`src/rtl/dmem_arbiter_if.sv`:
```
// Shared data-memory port bundle: two requesters on one side, the dmem on the other.
// The arbiter takes the slave view; requesters and memory model take the master view.
interface dmem_arbiter_if #(
    parameter int ADDR_W = 13,
    parameter int DATA_W = 32
);
    logic              a_req;
    logic              a_wren;
    logic              a_lock;
    logic [ADDR_W-1:0] a_addr;
    logic [DATA_W-1:0] a_wdata;
    logic              a_gnt;
    logic              a_rvalid;
    logic [DATA_W-1:0] a_rdata;

    logic              b_req;
    logic              b_wren;
    logic              b_lock;
    logic [ADDR_W-1:0] b_addr;
    logic [DATA_W-1:0] b_wdata;
    logic              b_gnt;
    logic              b_rvalid;
    logic [DATA_W-1:0] b_rdata;

    logic [ADDR_W-1:0] mem_address;
    logic [DATA_W-1:0] mem_data;
    logic              mem_wren;
    logic [DATA_W-1:0] mem_q;

    modport slave (
        input  a_req, a_wren, a_lock, a_addr, a_wdata,
        output a_gnt, a_rvalid, a_rdata,
        input  b_req, b_wren, b_lock, b_addr, b_wdata,
        output b_gnt, b_rvalid, b_rdata,
        output mem_address, mem_data, mem_wren,
        input  mem_q
    );

    modport master (
        output a_req, a_wren, a_lock, a_addr, a_wdata,
        input  a_gnt, a_rvalid, a_rdata,
        output b_req, b_wren, b_lock, b_addr, b_wdata,
        input  b_gnt, b_rvalid, b_rdata,
        input  mem_address, mem_data, mem_wren,
        output mem_q
    );
endinterface

```
`src/rtl/dmem_arbiter.sv`:
```
// Two-requester dmem arbiter: round robin on ties, bounded lock hold,
// single-cycle read latency with per-requester read-data hold.
module dmem_arbiter #(
    parameter int ADDR_W   = 13,
    parameter int DATA_W   = 32,
    parameter int MAX_HOLD = 8
) (
    input  logic           clock,
    input  logic           reset_btn,
    dmem_arbiter_if.slave  bus
);
    typedef enum logic [1:0] {IDLE, OWN_A, OWN_B} state_t;

    localparam logic [7:0] HOLD_MAX = 8'(MAX_HOLD);

    state_t            r_state;
    state_t            w_next;
    logic              r_last_b;
    logic [7:0]        r_hold;
    logic [7:0]        w_hold_nxt;
    logic              w_ga;
    logic              w_gb;
    logic              w_lock_a;
    logic              w_lock_b;
    logic              r_a_rv;
    logic              r_b_rv;
    logic [DATA_W-1:0] r_a_hold;
    logic [DATA_W-1:0] r_b_hold;

    always_comb begin
        w_ga       = 1'b0;
        w_gb       = 1'b0;
        w_next     = IDLE;
        w_hold_nxt = 8'd0;
        w_lock_a   = (r_state == OWN_A) && bus.a_lock && (r_hold < HOLD_MAX);
        w_lock_b   = (r_state == OWN_B) && bus.b_lock && (r_hold < HOLD_MAX);
        if (!reset_btn) begin
            w_ga = 1'b0;
        end else if (bus.a_req && bus.b_req) begin
            // Once the hold limit is hit the owner is also last winner,
            // so round robin alone hands the bus over.
            if (w_lock_a)      w_ga = 1'b1;
            else if (w_lock_b) w_gb = 1'b1;
            else if (r_last_b) w_ga = 1'b1;
            else               w_gb = 1'b1;
        end else begin
            w_ga = bus.a_req;
            w_gb = bus.b_req;
        end
        if (w_ga) w_next = OWN_A;
        if (w_gb) w_next = OWN_B;
        if (w_ga && bus.b_req)
            w_hold_nxt = (r_state == OWN_A) ? r_hold + 8'd1 : 8'd1;
        if (w_gb && bus.a_req)
            w_hold_nxt = (r_state == OWN_B) ? r_hold + 8'd1 : 8'd1;
    end

    always_comb begin
        bus.mem_address = '0;
        bus.mem_data    = '0;
        bus.mem_wren    = 1'b0;
        unique case (1'b1)
            w_ga: begin
                bus.mem_address = bus.a_addr;
                bus.mem_data    = bus.a_wdata;
                bus.mem_wren    = bus.a_wren;
            end
            w_gb: begin
                bus.mem_address = bus.b_addr;
                bus.mem_data    = bus.b_wdata;
                bus.mem_wren    = bus.b_wren;
            end
            default: ;
        endcase
    end

    always_ff @(posedge clock or negedge reset_btn) begin
        if (!reset_btn) begin
            r_state  <= IDLE;
            r_last_b <= 1'b1;
            r_hold   <= 8'd0;
            r_a_rv   <= 1'b0;
            r_b_rv   <= 1'b0;
            r_a_hold <= '0;
            r_b_hold <= '0;
        end else begin
            r_state <= w_next;
            r_hold  <= w_hold_nxt;
            if (w_ga)      r_last_b <= 1'b0;
            else if (w_gb) r_last_b <= 1'b1;
            r_a_rv <= w_ga & ~bus.a_wren;
            r_b_rv <= w_gb & ~bus.b_wren;
            if (r_a_rv) r_a_hold <= bus.mem_q;
            if (r_b_rv) r_b_hold <= bus.mem_q;
        end
    end

    // mem_q is only valid in the cycle after the address, so it is
    // passed straight through then and captured for later cycles.
    assign bus.a_gnt    = w_ga;
    assign bus.b_gnt    = w_gb;
    assign bus.a_rvalid = r_a_rv;
    assign bus.b_rvalid = r_b_rv;
    assign bus.a_rdata  = r_a_rv ? bus.mem_q : r_a_hold;
    assign bus.b_rdata  = r_b_rv ? bus.mem_q : r_b_hold;
endmodule

```
`src/flat_wrapper.sv`:
```
// flat-port wrapper written by rule: the top's interface ports become plain ports
module dmem_arbiter_flat 
#(
    parameter int ADDR_W   = 13,
    parameter int DATA_W   = 32,
    parameter int MAX_HOLD = 8
)
  (clock, reset_btn, bus_a_req, bus_a_wren, bus_a_lock, bus_a_addr, bus_a_wdata, bus_a_gnt, bus_a_rvalid, bus_a_rdata, bus_b_req, bus_b_wren, bus_b_lock, bus_b_addr, bus_b_wdata, bus_b_gnt, bus_b_rvalid, bus_b_rdata, bus_mem_address, bus_mem_data, bus_mem_wren, bus_mem_q);
  dmem_arbiter_if #(.ADDR_W(ADDR_W), .DATA_W(DATA_W)) bus_i ();
  input  logic clock;
  input  logic reset_btn;
  input wire logic [$bits(bus_i.a_req)-1:0] bus_a_req;
  input wire logic [$bits(bus_i.a_wren)-1:0] bus_a_wren;
  input wire logic [$bits(bus_i.a_lock)-1:0] bus_a_lock;
  input wire logic [$bits(bus_i.a_addr)-1:0] bus_a_addr;
  input wire logic [$bits(bus_i.a_wdata)-1:0] bus_a_wdata;
  output wire logic [$bits(bus_i.a_gnt)-1:0] bus_a_gnt;
  output wire logic [$bits(bus_i.a_rvalid)-1:0] bus_a_rvalid;
  output wire logic [$bits(bus_i.a_rdata)-1:0] bus_a_rdata;
  input wire logic [$bits(bus_i.b_req)-1:0] bus_b_req;
  input wire logic [$bits(bus_i.b_wren)-1:0] bus_b_wren;
  input wire logic [$bits(bus_i.b_lock)-1:0] bus_b_lock;
  input wire logic [$bits(bus_i.b_addr)-1:0] bus_b_addr;
  input wire logic [$bits(bus_i.b_wdata)-1:0] bus_b_wdata;
  output wire logic [$bits(bus_i.b_gnt)-1:0] bus_b_gnt;
  output wire logic [$bits(bus_i.b_rvalid)-1:0] bus_b_rvalid;
  output wire logic [$bits(bus_i.b_rdata)-1:0] bus_b_rdata;
  output wire logic [$bits(bus_i.mem_address)-1:0] bus_mem_address;
  output wire logic [$bits(bus_i.mem_data)-1:0] bus_mem_data;
  output wire logic [$bits(bus_i.mem_wren)-1:0] bus_mem_wren;
  input wire logic [$bits(bus_i.mem_q)-1:0] bus_mem_q;
  assign bus_i.a_req = bus_a_req;
  assign bus_i.a_wren = bus_a_wren;
  assign bus_i.a_lock = bus_a_lock;
  assign bus_i.a_addr = bus_a_addr;
  assign bus_i.a_wdata = bus_a_wdata;
  assign bus_a_gnt = bus_i.a_gnt;
  assign bus_a_rvalid = bus_i.a_rvalid;
  assign bus_a_rdata = bus_i.a_rdata;
  assign bus_i.b_req = bus_b_req;
  assign bus_i.b_wren = bus_b_wren;
  assign bus_i.b_lock = bus_b_lock;
  assign bus_i.b_addr = bus_b_addr;
  assign bus_i.b_wdata = bus_b_wdata;
  assign bus_b_gnt = bus_i.b_gnt;
  assign bus_b_rvalid = bus_i.b_rvalid;
  assign bus_b_rdata = bus_i.b_rdata;
  assign bus_mem_address = bus_i.mem_address;
  assign bus_mem_data = bus_i.mem_data;
  assign bus_mem_wren = bus_i.mem_wren;
  assign bus_i.mem_q = bus_mem_q;
  dmem_arbiter #(.ADDR_W(ADDR_W), .DATA_W(DATA_W), .MAX_HOLD(MAX_HOLD)) u_core (.clock(clock), .reset_btn(reset_btn), .bus(bus_i));
endmodule
```
`config.mk`:
```
export PLATFORM = sky130hd
export DESIGN_NAME = dmem_arbiter_flat
export DESIGN_NICKNAME = d
export VERILOG_FILES = /design/src/rtl/dmem_arbiter_if.sv /design/src/rtl/dmem_arbiter.sv /design/src/flat_wrapper.sv
export SDC_FILE = /design/constraint.sdc
export NUM_CORES = 1
export LEC_CHECK = 0
export CAP_MARGIN = 25
export CORE_MARGIN = 2
export CORE_UTILIZATION = 33
export CTS_BUF_LIST = sky130_fd_sc_hd__clkbuf_16
export CTS_CLUSTER_DIAMETER = 80
export CTS_CLUSTER_SIZE = 20
export DETAILED_ROUTE_END_ITERATION = 8
export PLACE_DENSITY_LB_ADDON = 0.25
export SETUP_SLACK_MARGIN = 0.05
export SLEW_MARGIN = 25
export SYNTH_ARGS = -nofsm -noshare
export SYNTH_HDL_FRONTEND = slang
export SYNTH_SLANG_ARGS = --single-unit
```
`constraint.sdc`:
```
create_clock -name clock -period 2.25 [get_ports clock]
set_input_delay 0.45 -clock clock [delete_from_list [all_inputs] [get_ports clock]]
set_output_delay 0.45 -clock clock [all_outputs]
set_load 0.05 [all_outputs]
```
==> flow_summary.toml, run 1 <==
[status]
status = "finished, violations left"
violations = "negative setup slack"

[routing]
viasPerCell = 5.05
routed_wl_mm = 14.3
drc_errors = 0
vias = 3896
routedLengthMet1_mm = 5.00
top_layer = "met4"
first_pass_iters = 5
ant_nets = 0
avgRoutedWirePerCell_um = 18.5
met3_length_mm = 1.04
drtIter0Drc = 99
dr_wl_met2_mm = 7.52

[critical_path]
worst-path-max-fanout = 8
startpoint_type = "flip-flop"
slowest_stage = "or4b_4"
worstSetupPathType = "reg2out"
cp_cell_sequence = "or4b_4, o41ai_4, buf_4, a2bb2oi_4, buf_12, buf_12, o22ai_4, buf_6"
worstPathRequired_ps = 1800
slowest_delay_ps = 550
rr_endpoint = "u_core.r_last_b"
cpMostUsedCell = "buf_12"
reg2reg_from = "u_core.r_hold[3]"
reg2reg_slack_ps = 100
endpoint = "bus_mem_data[22]"
crit_path_end_kind = "output pin"
rr_worst_depth = 8
critical_path_arrival_ps = 2440
startpoint = "u_core.r_hold[3]"

[timing]
slew_headroom_pct = 54.2
period_share_pct = 129
finalSetupTns_ps = -29410
max_freq_mhz = 346
worstMarginPinSlew_ps = 688
finalSetupViolCount = 48
hold_viol = 0
setup_ws_ps = -644
hold-worst-slack_ps = 282
min_period_ps = 2890
rsz0062_at_grt = "yes"
skew_ps = 5.24
maxSlewViolCount = 0

[placement]
pre_cts_ws_ps = -823
numPortBuffers = 243
dpl_cell_area_um2 = 7760
globalplace.congestion = 0.839
dp_hpwl_mm = 10.8

[synth]
syn_area_um2 = 3840
synth_top_family_by_area = "multiplexers"
synth_top_cell_area_share_pct = 49.5
ys_top_cells_by_area = "dfrtp_1, mux2_2, nand2_1, o22ai_1, dlygate4sd1_1"
synth_nets = 489
synth_cells = 358
yosys_register_bits = 77
synthAdderAreaFrac_pct = 0.326
synth_mux_area_share_pct = 18.8
yosysSeqAreaShare_pct = 50.2
synth.avg_cell_area_um2 = 10.7
synth-xor-area-share_pct = 1.37
ys_types = 32
yosysWarnings = 0
synth_area_leader_cell = "dfrtp_1"
synth_compound_area_share_pct = 10.6
yosys.area_share.simple_pct = 13.3

[layout]
final_common_cell = "clkdlybuf4s50_1"
fin_nets = 755
layout_common_cells = "clkdlybuf4s50_1, nand2_1, buf_12"
final_layout_size_suffix_gt1_share_pct = 45.5
area_growth_pct = 121
num_antenna_cells = 0
final_area_um2 = 8500

[global_routing]
grt_pass1_wl_mm = 22.0
antenna_found_initial = 0
grt_pass1_vias = 4171
grt_max_degree = 57
grt-ovfl-total = 0
gr-usage-all-layers_pct = 22.7

[clock_tree]
path_clk_slew_ps = 60
cts_tree = "yes"
cts.sinks = 77
ctsHtreeMaxLevel = 3
cts_root_buffer = "clkbuf_16"
cts_buffer_depth = 2
worstSkewPairLatency_ps = 330
cts_made_buffers = 9

[die]
die_h_um = 112
io_pins = 244
dieArea_um2 = 12500
rows = 39
core_area_um2 = 11400
initial_core_util_pct = 33.8
die_w_um = 112

[job]
cap_viol_max_count = 0

[power_and_ir_drop]
leakage_nw = 3.49
ir_worst_vdd_mv = 0.787
power.density_nw_per_um2 = 912
total_power_w = 0.00775

[hold_path]
hp-class = "in2async"
-- logic make-up (layout without fill, tap and decap cells) --
logic type / after synthesis / count (layout)
flip-flops: 77 / 77
buffers and inverters: 30 / 301
AO/OA/AOI/OAI: 57 / 57
adder cells (fa/ha/maj): 1 / 1
XOR/XNOR: 6 / 6
multiplexers: 64 / 64
AND/OR/NAND/NOR: 123 / 123
-- metal layers --
metal	vias up	GRT usage (%)
li1	1786	-
met1	1862	23.3
met2	203	41.1
met4	0	13.3
met3	45	6.10
met5	-	0
-- report_power, final --
group | total, W | switching (W) | internal, W
clock | 0.00147 | 0.000513 | 0.000954
sequential | 0.00178 | 0.0000837 | 0.00170
combinational | 0.00450 | 0.00239 | 0.00211
-- cell type report --
class,count,area [um2]
well taps,143,179
flip-flops and latches,77,1930
multi-input cells,251,2350
clock buffers,9,225
clock inverters,7,81.3
repair buffers,282,3720
fillers,729,2870
inverters,3,11.3
-- worst min-delay path by stage --
| stage | depth (start not counted) | startpoint | endpoint | slack [ps] |
|---|---|---|---|---|
| finish | 2 | reset_btn | u_core.r_b_hold[10] | 280 |
| global route | 2 | reset_btn | u_core.r_a_hold[10] | 320 |
| detailed placement | 1 | reset_btn | u_core.r_state[0] | 350 |
| global placement | 1 | reset_btn | u_core.r_state[0] | 350 |
| CTS | 2 | reset_btn | u_core.r_a_hold[10] | 290 |
| floorplan | 0 | reset_btn | u_core.bus.a_rvalid | 150 |
-- flip-flops by register name (all words and copies together), names as in the netlist --
name / cells
u_core.r_a_hold: 32
u_core.r_b_hold: 32
u_core.r_hold: 8
u_core.r_state: 2
u_core.bus.a_rvalid: 1
u_core.bus.b_rvalid: 1
u_core.r_last_b: 1
-- cell usage after synthesis --
cell type and n:
buf_6 5, dlygate4sd1_1 9, nor2_1 12, nand3b_1 1, a41oi_1 1, inv_1 3, o211ai_1 2, or4b_4 1
a2bb2oi_4 1, and3_1 3, dfrtp_1 76, mux2_2 64, nor2b_1 2, nand3_1 5, o21ai_2 1, nand2b_1 1
o22ai_1 47, dfstp_2 1, nand2_1 93, xor2_1 5, clkbuf_1 3, o21ai_0 2, nor3_1 2, xnor2_1 1
a31oi_1 1, nor4b_1 2, and2_1 1, buf_4 4, buf_1 6, o22a_1 1, ha_1 1, o41ai_4 1
-- what timing repair did --
item                                    4_1_cts  5_1_grt
hold buffers                                  1        0
endpoints found under the setup margin       48       52
pin swaps                                     3        3
gates cloned                                  4        0
endpoints found under the hold margin         1        0
gates resized for setup                      47       25
setup buffers                                 8        3
-- stage by stage --
| stage | instances | util (%) |
|---|---|---|
| after detailed placement | 745 | 68.3 |
| final | 772 | 74.7 |
| after floorplan | 358 | - |
| after global routing | 772 | 74.7 |
| after CTS | 774 | 74.3 |
| after global placement | 745 | 68.3 |
-- critical path: cells and delay by family (launching register included) --
family / cells / cell delay (ps)
buffers and inverters: 4 / 690
flip-flops: 1 / 390
AO/OA/AOI/OAI: 3 / 500
AND/OR/NAND/NOR: 1 / 550
Note: power is estimated with default switching activity, not from simulation.
==> inputs of run 2 (changes only) <==
- ABC_CLOCK_PERIOD_IN_PS: default -> 2250
==> results of run 2 <==
No change in the layout: final DEF, timing and power equal those of run 1.
